--- src/rtl/hazard_scoreboard.sv ---
// Hazard scoreboard for an in-order pipeline.
// Detects load-use and multi-cycle (mul/div) hazards in ID and emits stall
// and flush controls. A taken EX/MEM branch redirect overrides every stall.
// The instruction in ID moves on ("issues") only when it is valid, no hazard
// holds it back, and no redirect is squashing it in the same cycle. A single
// multi-cycle unit is tracked by a two-state FSM, which is visible on mc_busy.
module hazard_scoreboard #(
    parameter int NREG     = 32,
    parameter int AW       = 5,
    parameter int LOAD_LAT = 1,
    parameter int PERF_W   = 32
) (
    input  logic              clk,
    input  logic              rst,
    input  logic              id_valid,
    input  logic [AW-1:0]     id_rs1,
    input  logic [AW-1:0]     id_rs2,
    input  logic              id_rs1_used,
    input  logic              id_rs2_used,
    input  logic [AW-1:0]     id_rd,
    input  logic              id_we,
    input  logic              id_is_load,
    input  logic              id_is_mc,
    input  logic              mc_done,
    input  logic              ex_mem_taken,
    output logic              pc_from_taken,
    output logic              pc_stall,
    output logic              if_id_stall,
    output logic              if_id_flush,
    output logic              id_ex_flush,
    output logic              ex_mem_flush,
    output logic              mc_kill,
    output logic              mc_busy,
    output logic [PERF_W-1:0] stall_count
);

    typedef enum logic [0:0] {
        IDLE    = 1'b0,
        MC_BUSY = 1'b1
    } mc_state_t;

    localparam logic [2:0] LOAD_CNT = 3'(LOAD_LAT);

    logic [2:0]    cnt [NREG];
    mc_state_t     state_q, state_d;
    logic [AW-1:0] mc_rd_q, mc_rd_d;
    logic [AW-1:0] last_rd;
    logic          last_load_issued;
    logic          last_mc_issued;

    logic rs1_pending, rs2_pending;
    logic load_haz, mc_haz, stall, issue;
    logic load_set, squash_load, kill_raw;

    // Look up the pending-load counters of both sources; x0 is never pending.
    always_comb begin
        rs1_pending = 1'b0;
        rs2_pending = 1'b0;
        for (int i = 1; i < NREG; i++) begin
            if (id_rs1 == AW'(i) && cnt[i] != 3'd0) rs1_pending = 1'b1;
            if (id_rs2 == AW'(i) && cnt[i] != 3'd0) rs2_pending = 1'b1;
        end
    end

    assign load_haz = id_valid & ((id_rs1_used & rs1_pending) |
                                  (id_rs2_used & rs2_pending));

    // In MC_BUSY, hold RAW/WAW on the mc destination and any second mc op;
    // the mc_done cycle forwards the result so nothing needs to wait.
    assign mc_haz = (state_q == MC_BUSY) & id_valid & ~mc_done &
                    ((id_rs1_used & (mc_rd_q != '0) & (id_rs1 == mc_rd_q)) |
                     (id_rs2_used & (mc_rd_q != '0) & (id_rs2 == mc_rd_q)) |
                     (id_we       & (mc_rd_q != '0) & (id_rd  == mc_rd_q)) |
                     id_is_mc);

    assign stall       = load_haz | mc_haz;
    assign issue       = id_valid & ~stall & ~ex_mem_taken;
    assign load_set    = issue & id_is_load & id_we & (id_rd != '0);
    assign squash_load = ex_mem_taken & last_load_issued;
    // Only the mc op issued last cycle is on the wrong path; an older one is not.
    assign kill_raw    = ex_mem_taken & last_mc_issued;

    // Per-register load countdown: squash clears, a new load reloads, else decay.
    always_ff @(posedge clk) begin
        for (int i = 0; i < NREG; i++) begin
            if (rst) begin
                cnt[i] <= 3'd0;
            end else if (squash_load && last_rd == AW'(i)) begin
                cnt[i] <= 3'd0;
            end else if (load_set && id_rd == AW'(i)) begin
                cnt[i] <= LOAD_CNT;
            end else if (cnt[i] != 3'd0) begin
                cnt[i] <= cnt[i] - 3'd1;
            end
        end
    end

    // Remember what issued last cycle so a redirect can undo it.
    always_ff @(posedge clk) begin
        if (rst) begin
            last_rd          <= '0;
            last_load_issued <= 1'b0;
            last_mc_issued   <= 1'b0;
        end else begin
            last_rd          <= id_rd;
            last_load_issued <= load_set;
            last_mc_issued   <= issue & id_is_mc;
        end
    end

    // Multi-cycle FSM state register.
    always_ff @(posedge clk) begin
        if (rst) begin
            state_q <= IDLE;
            mc_rd_q <= '0;
        end else begin
            state_q <= state_d;
            mc_rd_q <= mc_rd_d;
        end
    end

    // Multi-cycle FSM next state: a kill wins, a new mc op re-arms, done retires.
    always_comb begin
        state_d = state_q;
        mc_rd_d = mc_rd_q;
        case (state_q)
            IDLE: begin
                if (issue && id_is_mc) begin
                    state_d = MC_BUSY;
                    mc_rd_d = id_we ? id_rd : '0;
                end
            end
            MC_BUSY: begin
                if (kill_raw) begin
                    state_d = IDLE;
                end else if (issue && id_is_mc) begin
                    state_d = MC_BUSY;
                    mc_rd_d = id_we ? id_rd : '0;
                end else if (mc_done) begin
                    state_d = IDLE;
                end
            end
            default: state_d = IDLE;
        endcase
    end

    // Pipeline controls; all forced low while reset is asserted.
    assign pc_from_taken = ~rst & ex_mem_taken;
    assign pc_stall      = ~rst & ~ex_mem_taken & stall;
    assign if_id_stall   = ~rst & ~ex_mem_taken & stall;
    assign if_id_flush   = ~rst & ex_mem_taken;
    assign id_ex_flush   = ~rst & (ex_mem_taken | stall);
    assign ex_mem_flush  = ~rst & ex_mem_taken;
    assign mc_kill       = ~rst & kill_raw;
    assign mc_busy       = ~rst & (state_q == MC_BUSY);

    // Saturating count of cycles spent stalled (redirect cycles excluded).
    always_ff @(posedge clk) begin
        if (rst) begin
            stall_count <= '0;
        end else if (stall && !ex_mem_taken && !(&stall_count)) begin
            stall_count <= stall_count + PERF_W'(1);
        end
    end

endmodule

--- config.mk ---
export PLATFORM = sky130hd
export DESIGN_NAME = hazard_scoreboard
export DESIGN_NICKNAME = d
export VERILOG_FILES = /design/src/rtl/hazard_scoreboard.sv
export SDC_FILE = /design/constraint.sdc
export NUM_CORES = 1
export LEC_CHECK = 0
export BUFFER_PORTS_ARGS = -buffer_cell sky130_fd_sc_hd__buf_2
export CORE_MARGIN = 4
export CORE_UTILIZATION = 55
export CTS_BUF_LIST = sky130_fd_sc_hd__clkbuf_8
export CTS_CLUSTER_SIZE = 30
export DETAILED_ROUTE_END_ITERATION = 7
export PLACE_DENSITY = 0.73
export REMOVE_ABC_BUFFERS = 1
export SETUP_SLACK_MARGIN = 0.1
export SYNTH_ARGS = -nofsm -noshare
export SYNTH_HDL_FRONTEND = slang
export SYNTH_SLANG_ARGS = --single-unit
--- constraint.sdc ---
create_clock -name clk -period 8.4 [get_ports clk]
set_clock_uncertainty 0.15 [all_clocks]
set_input_delay 0.42 -clock clk [delete_from_list [all_inputs] [get_ports clk]]
set_output_delay 0.42 -clock clk [all_outputs]
set_load 0.005 [all_outputs]
==> results of run 1 <==
kinds of logic (layout without fill, tap and decap cells):
logic type / count (synthesis) / in the layout / synth area share
and+or+nand+nor: 490 / 490 / 0.2834
AOI/OAI and AO/OA: 188 / 188 / 0.1334
buffers and inverters: 139 / 178 / 0.06375
DFF: 138 / 138 / 0.3794
adders and majority gates: 63 / 63 / 0.08098
muxes: 38 / 38 / 0.04370
xor gates and xnor gates: 17 / 17 / 0.01530
metal layers:
layer | GRT usage | part of all wire | routed length, um | vias up
li1 | - | - | - | 3971
met5 | 0 | 0.00027 | 7 | -
met1 | 0.3289 | 0.42 | 10740 | 3878
met2 | 0.4050 | 0.45 | 11490 | 385
met4 | 0.1351 | 0.046 | 1170 | 2
met3 | 0.05360 | 0.081 | 2064 | 85
worst max-delay path: cells and delay by family, from the launching register on:
| kind | cells | cell delay [ns] |
|---|---|---|
| AO/OA/AOI/OAI | 5 | 1.41 |
| AND/OR/NAND/NOR | 3 | 0.72 |
| adder cells (fa/ha/maj) | 2 | 0.42 |
| flip-flops | 1 | 0.41 |
| buffers and inverters | 2 | 0.23 |
area by class of cell:
type                            instances  area (um^2)  share of cell area
Multi-Input combinational cell        796         5420              0.5174
Sequential cell                       138         3694              0.3526
Timing Repair Buffer                   66        335.3             0.03201
Inverter                               80        300.3             0.02867
Tap cell                              225        281.5             0.02688
Clock buffer                           20        275.3             0.02628
Clock inverter                         12        168.9             0.01613
power by group through the flow:
stage / combinational, uW / clock [uW] / sequential (uW)
after floorplan: 882 / 0 / 1090
after global placement: 1140 / 0 / 1110
after detailed placement: 1180 / 0 / 1120
after CTS: 1190 / 625 / 1110
after global routing: 1340 / 658 / 1130
final: 1190 / 623 / 1110
registers in the layout, summed over array words and instances (netlist names):
signal	flops
cnt	93
last_load_issued	1
last_mc_issued	1
last_rd	5
mc_rd_q	5
stall_count	32
state_q	1
worst max-delay path by stage:
stage | start | endpoint | slack, ns | cells after the start
after floorplan | cnt[0][3]$_DFFE_PP_ | cnt[1][18]$_DFFE_PP_ | 5.11 | 11
after global placement | id_rs2[0] | cnt[1][19]$_SDFFCE_PN0P_ | 4.44 | 9
after detailed placement | cnt[0][12]$_DFFE_PP_ | cnt[1][19]$_SDFFCE_PN0P_ | 4.28 | 10
after CTS | cnt[0][12]$_DFFE_PP_ | id_ex_flush | 4.17 | 11
after global routing | cnt[0][45]$_DFFE_PP_ | id_ex_flush | 3.89 | 11
final | cnt[0][3]$_DFFE_PP_ | id_ex_flush | 4.15 | 12
cells in the final DEF, fill, tap and decap left out, types with 10 or more instances in the layout:
| cell | netlist | routed |
|---|---|---|
| sky130_fd_sc_hd__a2111oi_0 | 12 | 12 |
| sky130_fd_sc_hd__a21oi_1 | 61 | 61 |
| sky130_fd_sc_hd__and3_1 | 27 | 27 |
| sky130_fd_sc_hd__buf_2 | 18 | 64 |
| sky130_fd_sc_hd__clkbuf_8 | 0 | 20 |
| sky130_fd_sc_hd__dfxtp_1 | 45 | 45 |
| sky130_fd_sc_hd__edfxtp_1 | 93 | 93 |
| sky130_fd_sc_hd__ha_1 | 63 | 63 |
| sky130_fd_sc_hd__inv_1 | 78 | 79 |
| sky130_fd_sc_hd__mux2_2 | 19 | 19 |
| sky130_fd_sc_hd__mux2i_1 | 14 | 14 |
| sky130_fd_sc_hd__nand2_1 | 66 | 66 |
| sky130_fd_sc_hd__nand2b_1 | 14 | 14 |
| sky130_fd_sc_hd__nand3_1 | 43 | 43 |
| sky130_fd_sc_hd__nand3b_1 | 11 | 11 |
| sky130_fd_sc_hd__nand4_1 | 15 | 15 |
| sky130_fd_sc_hd__nor2_1 | 95 | 95 |
| sky130_fd_sc_hd__nor2b_1 | 73 | 73 |
| sky130_fd_sc_hd__nor3_1 | 31 | 31 |
| sky130_fd_sc_hd__nor3b_1 | 23 | 23 |
| sky130_fd_sc_hd__nor4_1 | 17 | 17 |
| sky130_fd_sc_hd__nor4b_1 | 12 | 12 |
| sky130_fd_sc_hd__o211ai_1 | 10 | 10 |
| sky130_fd_sc_hd__o21a_1 | 10 | 10 |
| sky130_fd_sc_hd__o21ai_0 | 21 | 21 |
| sky130_fd_sc_hd__o31ai_1 | 12 | 12 |
| sky130_fd_sc_hd__or3_1 | 11 | 11 |
| sky130_fd_sc_hd__or4_1 | 15 | 15 |
| sky130_fd_sc_hd__xor2_1 | 12 | 12 |
metrics by stage:
step                      cell area (um^2)  hold WS (ns)
after floorplan                       9414        0.3238
after global placement               10030        0.3398
after detailed placement             10030        0.3473
after CTS                            10480        0.1051
after global routing                 10480        0.1137
final                                10480        0.1271
==> results.txt, run 1 <==
----------------------------------------------------
[Setup path]
  Crit-path max cell delay ... 0.49 ns
  Type of element launching the critical path ... register
  Reg2reg start ... cnt[0][3]$_DFFE_PP_
  Length in cells of the worst reg-to-reg path ... 11
  Data required time of the worst path ... 7.83 ns
  Endpoint of the worst-slack reg-to-reg timing path ... cnt[1][19]$_SDFFCE_PN0P_
  Most repeated library cell on the critical path ... sky130_fd_sc_hd__ha_1
  Signal arrival time at the worst endpoint ... 3.68 ns
  Endpoint type of the worst setup path ... output port
  List of cells traversed by the critical path ... inv_1 > ha_1 > ha_1 > nor2b_1 > a2111oi_0 > o41ai_1 > o2111ai_1 > a221oi_4 > nand2_2 > a21oi_1 > nor2_1 > buf_2
  Largest fanout of any net on the critical path ... 28
  Flop2flop setup slack ... 4.23 ns
  Kind of critical path ... register to output port
  Worst path slowest cell ... sky130_fd_sc_hd__nand2_2

[Outcome]
  Outcome ... complete, no violations

[Yosys]
  Number of flops mapped to enable cells by yosys ... 93
  Commonest register cell after synthesis ... sky130_fd_sc_hd__edfxtp_1
  Leading post-synthesis cells by instance count ... 95 x sky130_fd_sc_hd__nor2_1, 93 x sky130_fd_sc_hd__edfxtp_1, 78 x sky130_fd_sc_hd__inv_1, 73 x sky130_fd_sc_hd__nor2b_1, 66 x sky130_fd_sc_hd__nand2_1
  Number of flip-flops and latches in the synthesized netlist ... 138
  Proportion of synthesized chip area in sequential cells ... 0.3794
  Synth Instances ... 1073
  Synth cell types ... 81
  Average instance area after synthesis ... 9.072 um^2
  Synth warn ... 0
  Leading area contributor after synthesis ... sky130_fd_sc_hd__edfxtp_1
  FFs w/ async S/R, synth ... 0
  Library cell with the highest instance count after synthesis ... sky130_fd_sc_hd__nor2_1
  Post-Syn Area ... 9734 um^2
  Main area contributors after synthesis ... sky130_fd_sc_hd__edfxtp_1 29%, sky130_fd_sc_hd__dfxtp_1 9.3%, sky130_fd_sc_hd__ha_1 8.1%, sky130_fd_sc_hd__nor2b_1 4.7%, sky130_fd_sc_hd__nor2_1 3.7%
  Area share of the largest cell type after synthesis ... 0.2869

[Die]
  Total core area ... 17300 um^2
  Number of standard-cell rows in the floorplan ... 48
  Starting Density ... 0.5628
  Number of top-level pins ... 65
  Area of the die ... 19890 um^2
  Floorplan die width ... 141.0 um
  Die Height ... 141.0 um

[Min path]
  Hold Path Cell Cnt ... 3
  Hold crit path type ... primary input to register
  Hold worst-path end ... last_load_issued$_SDFF_PP0_
  Min-Delay Startpoint ... id_is_load

[Drt]
  Residual DRC count ... 0
  Number of vias per cell after detailed routing ... 6.224
  Wirelength, routed ... 25470 um
  Total iterations of the first detailed-routing run ... 5
  Routed vias ... 8321
  Antenna-violating nets left ... 0
  Mean routed wirelength per cell ... 19.05 um
  DR iter-0 viols ... 968

[Power and ir drop]
  Cell-internal power ... 1839 uW
  Overall power of the completed layout ... 2922 uW
  Net Sw Frac ... 0.3707
  Leak pwr ... 0.004143 uW
  Worst vdd ir ... 0.0001564 V
  Power density of the placed cells ... 278.9 nW/um^2
  Switching power total ... 1083 uW
  Sequential share of power ... 0.379
  Comb pwr share ... 0.408
  Clock network fraction of total power ... 0.213

[Timing]
  Max Slew Vio Count ... 0
  Sum of negative setup slack ... 0 ns
  Achievable Freq ... 235.3 MHz
  Measured slew at the worst slew-check pin ... 1.035 ns
  Number of endpoints with negative hold slack in the final report ... 0
  Share of the clock period used by the worst path ... 0.5059
  RSZ-0062 raised after global routing ... false
  Final critical-path setup slack ... 4.151 ns
  Final Setup Violations ... 0
  Time the final worst path needs with I/O delays and setup ... 4.249 ns
  Relative slew slack ... 0.3075

[Final layout]
  Number of antenna diodes ... 0
  Fill count ... 1537
  Final standard cell utilization of the core ... 0.6056
  Final net count ... 1187
  Area overhead of the layout relative to synthesis ... 7.609%
  Share of layout cells above drive strength 1 ... 0.1349
  Non-filler instance count after layout ... 1337

[Job]
  Number of maximum-capacitance constraint violations ... 0

[Clock network]
  Post-CTS Setup Inserts ... 0
  Number of CTS-inserted buffers ... 17
  Maximum number of buffers from clock root to sink ... 2
  Clock input transition at the sequential cells of the worst setup and hold paths ... 0.08 ns
  CTS tree ... done
  Later-pin clock latency in the skew report ... 0.47 ns
  Clock tree root buffer cell ... sky130_fd_sc_hd__clkbuf_8
  Clock net sink count ... 138
  Post-CTS Resized ... 0
  CTS Hold Bufs ... 0
  Total number of H-tree levels ... 4

[Place]
  Dpl hpwl ... 18810 um
  Worst setup slack after placement ... 4.283 ns
  Routability Congestion ... 0.9977
  Total of buffers placed on input and output ports ... 64
  Total placed cells including tap cells ... 1305

[GRT]
  Largest net degree at the start of global routing ... 64
  Total overflow reported by the global router ... 0
  Initial antenna violation count ... 1
  GRT Util Overall ... 0.2555
  Global-route wire length before repair ... 40350 um
  Via count of the first global-routing pass ... 7814

----------------------------------------------------
No activity file was read; power rests on OpenSTA's default activity.
==> run 2: changes to the inputs <==
--- a/config.mk
+++ b/config.mk
@@ -11,7 +11,7 @@
 export CTS_BUF_LIST = sky130_fd_sc_hd__clkbuf_8
 export CTS_CLUSTER_SIZE = 30
 export DETAILED_ROUTE_END_ITERATION = 7
-export PLACE_DENSITY = 0.73
+export PLACE_DENSITY = 0.76
 export REMOVE_ABC_BUFFERS = 1
 export SETUP_SLACK_MARGIN = 0.1
 export SYNTH_ARGS = -nofsm -noshare
==> constraint.sdc (replaced) <==
create_clock -name clk -period 3.55 [get_ports clk]
set_clock_uncertainty 0.15 [all_clocks]
set_input_delay 0.1775 -clock clk [delete_from_list [all_inputs] [get_ports clk]]
set_output_delay 0.1775 -clock clk [all_outputs]
set_load 0.005 [all_outputs]
==> run 2 against run 1 <==
Routed wire length increased by 3.8%. Worst hold slack improved by 0.036 ns. Cell count increased by 5.4%. Combinational power increased to 2.8 times the previous value. Clock power increased by 94%. Non-clock buffer count increased by 72. Critical path depth decreased by 1.
==> results.txt, run 2 (same netlist as run 1, synthesis figures left out) <==
----------------------------------------------------
[Final layout]
  Leading cell types in the layout, fill and taps excluded ... 95 x sky130_fd_sc_hd__nor2_1, 93 x sky130_fd_sc_hd__edfxtp_1, 82 x sky130_fd_sc_hd__inv_1
  Non-filler instance count after layout ... 1409 (+5.4%)
  Number of antenna diodes ... 0 (unchanged)
  Area overhead of the layout relative to synthesis ... 15.12%
  Number of flip-flops under the largest register name ... 93 (unchanged)
  Fill count ... 1439 (-6.4%)
  Final net count ... 1259 (+6.1%)
  Reg with most FFs ... cnt
  Final standard cell utilization of the core ... 0.6479 (+0.04225)
  Top flop regs ... cnt x93, stall_count x32
  Share of layout cells above drive strength 1 ... 0.1968 (+0.06190)
  Most common cell after layout, fill and taps aside ... sky130_fd_sc_hd__nor2_1

[Power and ir drop]
  Power density of the placed cells ... 640.7 nW/um^2 (+130%)
  Sequential share of power ... 0.367 (-0.012)
  Comb pwr share ... 0.464 (+0.056)
  Net Sw Frac ... 0.3712 (+0.0005029)
  Cell-internal power ... 4515 uW (+150%)
  Switching power total ... 2665 uW (+150%)
  Worst vdd ir ... 0.0003157 V (+100%)
  Clock network fraction of total power ... 0.169 (-0.044)
  Leak pwr ... 0.004548 uW (+9.8%)

[Timing]
  Final Setup Violations ... 0 (unchanged)
  Achievable Freq ... 298.4 MHz
  Number of endpoints with negative hold slack in the final report ... 0 (unchanged)
  RSZ-0062 raised after global routing ... true
  Max Slew Vio Count ... 0 (unchanged)
  Sum of negative setup slack ... 0 ns (unchanged)
  Share of the clock period used by the worst path ... 0.9440
  Relative slew slack ... 0.4916 (+0.1841)
  Measured slew at the worst slew-check pin ... 0.7434 ns (-0.2915 ns)
  Time the final worst path needs with I/O delays and setup ... 3.351 ns

[Clock network]
  CTS tree ... done
  Clock net sink count ... 138 (unchanged)
  Number of CTS-inserted buffers ... 17 (unchanged)
  Later-pin clock latency in the skew report ... 0.47 ns (about the same)
  Clock input transition at the sequential cells of the worst setup and hold paths ... 0.08 ns (about the same)
  Maximum number of buffers from clock root to sink ... 2 (unchanged)
  Clock tree root buffer cell ... sky130_fd_sc_hd__clkbuf_8
  Total number of H-tree levels ... 4 (unchanged)

[Die]
  Number of top-level pins ... 65 (unchanged)
  Number of standard-cell rows in the floorplan ... 48 (unchanged)
  Total core area ... 17300 um^2 (unchanged)
  Area of the die ... 19890 um^2 (unchanged)
  Floorplan die width ... 141.0 um (unchanged)
  Starting Density ... 0.5628 (unchanged)
  Die Height ... 141.0 um (unchanged)

[Drt]
  Antenna-violating nets left ... 0 (unchanged)
  DR iter-0 viols ... 897 (-7.3%)
  Residual DRC count ... 0 (unchanged)
  Mean routed wirelength per cell ... 18.77 um (-1.5%)
  Wirelength, routed ... 26450 um (+3.8%)
  Number of vias per cell after detailed routing ... 6.121 (-1.7%)
  Total iterations of the first detailed-routing run ... 6 (+1)
  Routed vias ... 8624 (+3.6%)

[Setup path]
  List of cells traversed by the critical path ... inv_1 > ha_1 > nor2b_4 > a2111oi_4 > o41ai_2 > o2111ai_2 > a221oi_4 > and2_4 > buf_6 > and3_1 > a211o_1
  Endpoint type of the worst setup path ... register
  Signal arrival time at the worst endpoint ... 3.37 ns (-0.31 ns)
  Largest fanout of any net on the critical path ... 7 (-75%)
  Flop2flop setup slack ... 0.20 ns (-4.03 ns)
  Length in cells of the worst reg-to-reg path ... 11 (unchanged)
  Kind of critical path ... register to register
  Crit-path max cell delay ... 0.39 ns (-0.10 ns)
  Worst path slowest cell ... sky130_fd_sc_hd__o41ai_2
  Type of element launching the critical path ... register
  Data required time of the worst path ... 3.57 ns (-4.26 ns)

[GRT]
  Global routing usage on met1 ... 0.3341 (+0.005184)
  Initial antenna violation count ... 0 (-1)
  Largest net degree at the start of global routing ... 47 (-27%)
  GRT Util Overall ... 0.2627 (+0.007238)
  Total overflow reported by the global router ... 0 (unchanged)
  Global-route track usage on met3 ... 0.06750 (+0.01391)
  Global-route wire length before repair ... 41550 um (+3.0%)
  Busiest metal layer after global routing ... met2
  Via count of the first global-routing pass ... 8043 (+2.9%)
  Met2 Usage GRT ... 0.4315 (+0.02646)

[Place]
  Dpl hpwl ... 19380 um (+3.0%)
  Routability Congestion ... 1.021 (+2.3%)
  Total of buffers placed on input and output ports ... 64 (unchanged)
  Total placed cells including tap cells ... 1348 (+3.3%)

[Min path]
  Hold Path Cell Cnt ... 5 (+2)
  Hold crit path type ... primary input to register

[Outcome]
  Outcome ... complete, no violations

[Job]
  Number of maximum-capacitance constraint violations ... 0 (unchanged)

----------------------------------------------------
run 2: layer usage:
metal	up-vias	share of wire
met5	-	0
met4	0	0.038
met3	89	0.092
met2	421	0.46
met1	4015	0.41
li1	4099	-
run 2: power by group through the flow:
stage,registers (uW),clock network (uW),logic [uW]
detailed placement,2650,0,2970
global placement,2630,0,2880
floorplan,2590,0,2090
CTS,2620,1220,3030
finish,2630,1210,3330
global route,2690,1310,3670
run 2: final timing paths:
check / start / end
worst max register to register: cnt[0][9]$_DFFE_PP_ / cnt[0][10]$_SDFFCE_PN0P_
worst max-delay path: cnt[0][9]$_DFFE_PP_ / cnt[0][10]$_SDFFCE_PN0P_
worst min-delay path: id_rs1_used / stall_count[24]$_SDFFE_PP0P_
worst min register to register: stall_count[13]$_SDFFE_PP0P_ / stall_count[13]$_SDFFE_PP0P_
run 2: repair_timing:
item | in CTS | in global routing
endpoints found under the setup margin | 38 | 69
cloned | 0 | 3
resized for setup | 9 | 40
hold buffers | 11 | 0
setup buffers | 3 | 13
pin swaps | 4 | 13
endpoints found under the hold margin | 12 | 0
run 2: per-stage QoR:
stage	cell area, um^2	power [uW]	hold WS, ns	worst slack [ns]
3_3_place_gp	10370	5506	0.3470	0.1026
5_1_grt	11210	7669	0.1453	0.09281
3_5_place_dp	10370	5625	0.3491	-0.01985
4_1_cts	10870	6865	0.1220	0.1174
6_report	11210	7180	0.1632	0.1988
2_1_floorplan	9414	4676	0.09419	0.2599
run 2: final cells by class:
cell class	instances	area [um^2]	share of cell area
timing repair buffer	138	988.4	0.08821
clock inverter	12	85.08	0.007593
clock buffer	20	275.3	0.02456
inverter	80	300.3	0.02680
multi-input combinational	796	5582	0.4981
tap	225	281.5	0.02512
sequential	138	3694	0.3296
run 2: worst max-delay path: cells and delay by family, from the launching register on:
family	cells	cell delay (ns)
AND/OR/NAND/NOR	3	0.77
flip-flops	1	0.38
buffers and inverters	2	0.27
adder cells (fa/ha/maj)	1	0.20
AO/OA/AOI/OAI	5	1.27
==> run 3: changes to the inputs <==
--- a/config.mk
+++ b/config.mk
@@ -5,13 +5,13 @@
 export SDC_FILE = /design/constraint.sdc
 export NUM_CORES = 1
 export LEC_CHECK = 0
-export BUFFER_PORTS_ARGS = -buffer_cell sky130_fd_sc_hd__buf_2
+export BUFFER_PORTS_ARGS = -buffer_cell sky130_fd_sc_hd__buf_4
 export CORE_MARGIN = 4
 export CORE_UTILIZATION = 55
 export CTS_BUF_LIST = sky130_fd_sc_hd__clkbuf_8
 export CTS_CLUSTER_SIZE = 30
 export DETAILED_ROUTE_END_ITERATION = 7
-export PLACE_DENSITY = 0.76
+export PLACE_DENSITY = 0.73
 export REMOVE_ABC_BUFFERS = 1
 export SETUP_SLACK_MARGIN = 0.1
 export SYNTH_ARGS = -nofsm -noshare
==> constraint.sdc (replaced) <==
create_clock -name clk -period 3.9 [get_ports clk]
set_clock_uncertainty 0.15 [all_clocks]
set_input_delay 0.195 -clock clk [delete_from_list [all_inputs] [get_ports clk]]
set_output_delay 0.195 -clock clk [all_outputs]
set_load 0.005 [all_outputs]
==> run 3 against run 2 <==
Worst setup slack better by 0.13 ns. Worst hold slack worse by 0.11 ns. Flip-flop and latch count stayed put. Cell area shrank 2.3%. Global-route usage grew 0.29 points.
==> results.txt, run 3 (same netlist as run 1, synthesis figures left out) <==
----------------------------------------------------
[Drt]
  Residual DRC count ... 0 (unchanged)
  Total iterations of the first detailed-routing run ... 6 (unchanged)
  DR iter-0 viols ... 921 (+2.7%)
  Mean routed wirelength per cell ... 18.90 um (+0.71%)
  Routed vias ... 8521 (-1.2%)
  Antenna-violating nets left ... 0 (unchanged)
  Number of vias per cell after detailed routing ... 6.202 (+1.3%)
  Wirelength, routed ... 25970 um (-1.8%)

[Timing]
  Relative slew slack ... 0.3436 (-0.1479)
  Achievable Freq ... 280.1 MHz
  Sum of negative setup slack ... 0 ns (unchanged)
  Final hold slack ... 0.05695 ns (-0.1063 ns)
  Measured slew at the worst slew-check pin ... 0.9825 ns (+0.2391 ns)
  Time the final worst path needs with I/O delays and setup ... 3.570 ns
  Final Setup Violations ... 0 (unchanged)
  Max Slew Vio Count ... 0 (unchanged)
  Share of the clock period used by the worst path ... 0.9155
  RSZ-0062 raised after global routing ... false
  Number of endpoints with negative hold slack in the final report ... 0 (unchanged)

[Setup path]
  Length in cells of the worst reg-to-reg path ... 11 (unchanged)
  Crit-path max cell delay ... 0.45 ns (+0.06 ns)
  Flop2flop setup slack ... 0.33 ns (+0.13 ns)
  List of cells traversed by the critical path ... inv_1 > ha_1 > nor2b_1 > nand3b_1 > a31oi_1 > o311a_2 > a221oi_4 > and2_4 > buf_8 > nor3_1 > buf_4
  Endpoint type of the worst setup path ... output port
  Kind of critical path ... register to output port
  Largest fanout of any net on the critical path ... 39 (+32)
  Worst path slowest cell ... sky130_fd_sc_hd__o311a_2
  Endpoint of the worst-slack reg-to-reg timing path ... cnt[0][14]$_SDFFCE_PN0P_
  Data required time of the worst path ... 3.56 ns (about the same)
  Type of element launching the critical path ... register
  Reg2reg start ... cnt[1][30]$_DFFE_PP_
  Signal arrival time at the worst endpoint ... 3.23 ns (-0.14 ns)

[Final layout]
  Final net count ... 1224 (-2.8%)
  Reg with most FFs ... cnt
  Leading cell types in the layout, fill and taps excluded ... 95 x sky130_fd_sc_hd__nor2_1, 93 x sky130_fd_sc_hd__edfxtp_1, 92 x sky130_fd_sc_hd__buf_4
  Top flop regs ... cnt x93, stall_count x32
  Number of flip-flops under the largest register name ... 93 (unchanged)
  Fill count ... 1489 (+3.5%)
  Share of layout cells above drive strength 1 ... 0.1575 (-0.03926)
  Number of antenna diodes ... 0 (unchanged)
  Most common cell after layout, fill and taps aside ... sky130_fd_sc_hd__nor2_1
  Area overhead of the layout relative to synthesis ... 12.48%
  Final cell area excluding filler cells ... 10950 um^2 (-2.3%)
  Non-filler instance count after layout ... 1374 (-2.5%)

[Power and ir drop]
  Overall power of the completed layout ... 6427 uW (-10%)
  Power density of the placed cells ... 587.0 nW/um^2 (-8.4%)
  Worst vdd ir ... 0.0002671 V (-15%)
  Leak pwr ... 0.004325 uW (-4.9%)

[Min path]
  Min-Delay Startpoint ... id_rd[3]
  Hold Path Cell Cnt ... 2 (-3)
  Hold crit path type ... primary input to register
  Hold worst-path end ... mc_rd_q[3]$_SDFFE_PP0P_

[GRT]
  Met2 Usage GRT ... 0.4267 (-0.004788)
  Initial antenna violation count ... 0 (unchanged)
  Busiest metal layer after global routing ... met2
  Via count of the first global-routing pass ... 7957 (-1.1%)
  GRT Util Overall ... 0.2656 (+0.002903)
  Total overflow reported by the global router ... 0 (unchanged)
  Global routing usage on met1 ... 0.3485 (+0.01448)
  Global-route track usage on met3 ... 0.05767 (-0.009837)
  Global-route wire length before repair ... 41630 um (+0.20%)
  Largest net degree at the start of global routing ... 48 (+2.1%)

[Die]
  Number of top-level pins ... 65 (unchanged)
  Floorplan die width ... 141.0 um (unchanged)
  Area of the die ... 19890 um^2 (unchanged)
  Total core area ... 17300 um^2 (unchanged)
  Die Height ... 141.0 um (unchanged)
  Number of standard-cell rows in the floorplan ... 48 (unchanged)
  Starting Density ... 0.5628 (unchanged)

[Outcome]
  Outcome ... complete, no violations

[Clock network]
  Clock tree root buffer cell ... sky130_fd_sc_hd__clkbuf_8
  Number of CTS-inserted buffers ... 17 (unchanged)
  Maximum number of buffers from clock root to sink ... 2 (unchanged)
  Total number of H-tree levels ... 4 (unchanged)
  Later-pin clock latency in the skew report ... 0.47 ns (about the same)
  Clock input transition at the sequential cells of the worst setup and hold paths ... 0.08 ns (about the same)
  Clock net sink count ... 138 (unchanged)
  CTS tree ... done

[Place]
  Dpl cell area ... 10360 um^2 (about the same)
  Dpl hpwl ... 19390 um (about the same)
  Routability Congestion ... 0.9701 (-4.9%)
  Total placed cells including tap cells ... 1327 (-1.6%)
  Total of buffers placed on input and output ports ... 64 (unchanged)

[Job]
  Number of maximum-capacitance constraint violations ... 0 (unchanged)

----------------------------------------------------
[run 3: changes by cell type in the layout (fill, tap and decap cells not counted), sizes merged]
| cell | change |
|---|---|
| buf | -31 |
| bufinv | +3 |
| clkbuf | -6 |
| clkinv | +4 |
| clkinvlp | +2 |
| dlygate4sd3 | -1 |
| inv | -6 |
[run 3: worst max-delay path: cells and delay by family, from the launching register on]
| kind | cells | cell delay [ns] |
|---|---|---|
| AO/OA/AOI/OAI | 3 | 0.82 |
| adder cells (fa/ha/maj) | 1 | 0.16 |
| buffers and inverters | 3 | 0.48 |
| flip-flops | 1 | 0.39 |
| AND/OR/NAND/NOR | 4 | 0.89 |
[run 3: worst max path at each step]
stage                                     from                        to  slack, ns  depth (start not counted)
after CTS                  cnt[0][3]$_DFFE_PP_               id_ex_flush       0.10                         13
after floorplan            cnt[0][3]$_DFFE_PP_      cnt[1][18]$_DFFE_PP_       0.61                         11
final                     cnt[1][30]$_DFFE_PP_                  pc_stall       0.33                         11
after global routing      cnt[0][12]$_DFFE_PP_               if_id_stall       0.12                         11
after global placement    cnt[0][15]$_DFFE_PP_  cnt[0][25]$_SDFFCE_PN0P_       0.36                         11
after detailed placement  cnt[0][15]$_DFFE_PP_  cnt[0][25]$_SDFFCE_PN0P_       0.26                         11
[run 3: layout make-up]
| cell class | count | area, um^2 | area share |
|---|---|---|---|
| repair buffers | 103 | 805.8 | 0.07359 |
| flip-flops and latches | 138 | 3694 | 0.3373 |
| clock buffers | 17 | 234.0 | 0.02137 |
| well taps | 225 | 281.5 | 0.02571 |
| multi-input cells | 796 | 5451 | 0.4979 |
| clock inverters | 15 | 182.7 | 0.01668 |
| inverters | 80 | 300.3 | 0.02743 |
[run 3: timing repair]
action                     in CTS  in global routing
hold endpoints to repair       20                  0
pin swaps                       0                  5
setup endpoints to repair       3                 29
hold buffers                   10                  0
buffers inserted                0                  5
resized for setup               5                  7
[run 3: report_power, final]
group          total, uW  leakage, uW  switching, uW  internal (uW)
Clock               1280     0.000209            596            685
Sequential          2390      0.00140            209           2180
Combinational       2760      0.00272           1580           1180
[run 3: stage by stage]
stage                     utilization  setup WS [ns]
after floorplan                     -         0.6099
after global placement         0.5987         0.3558
after detailed placement       0.5987         0.2617
after CTS                      0.6296         0.1011
after global routing           0.6330         0.1228
final                          0.6330         0.3297
[run 3: routing by layer]
layer	up-vias	wire, um
li1	4047	-
met1	3952	10750
met2	448	11960
met3	74	2253
met4	0	1008
met5	-	0
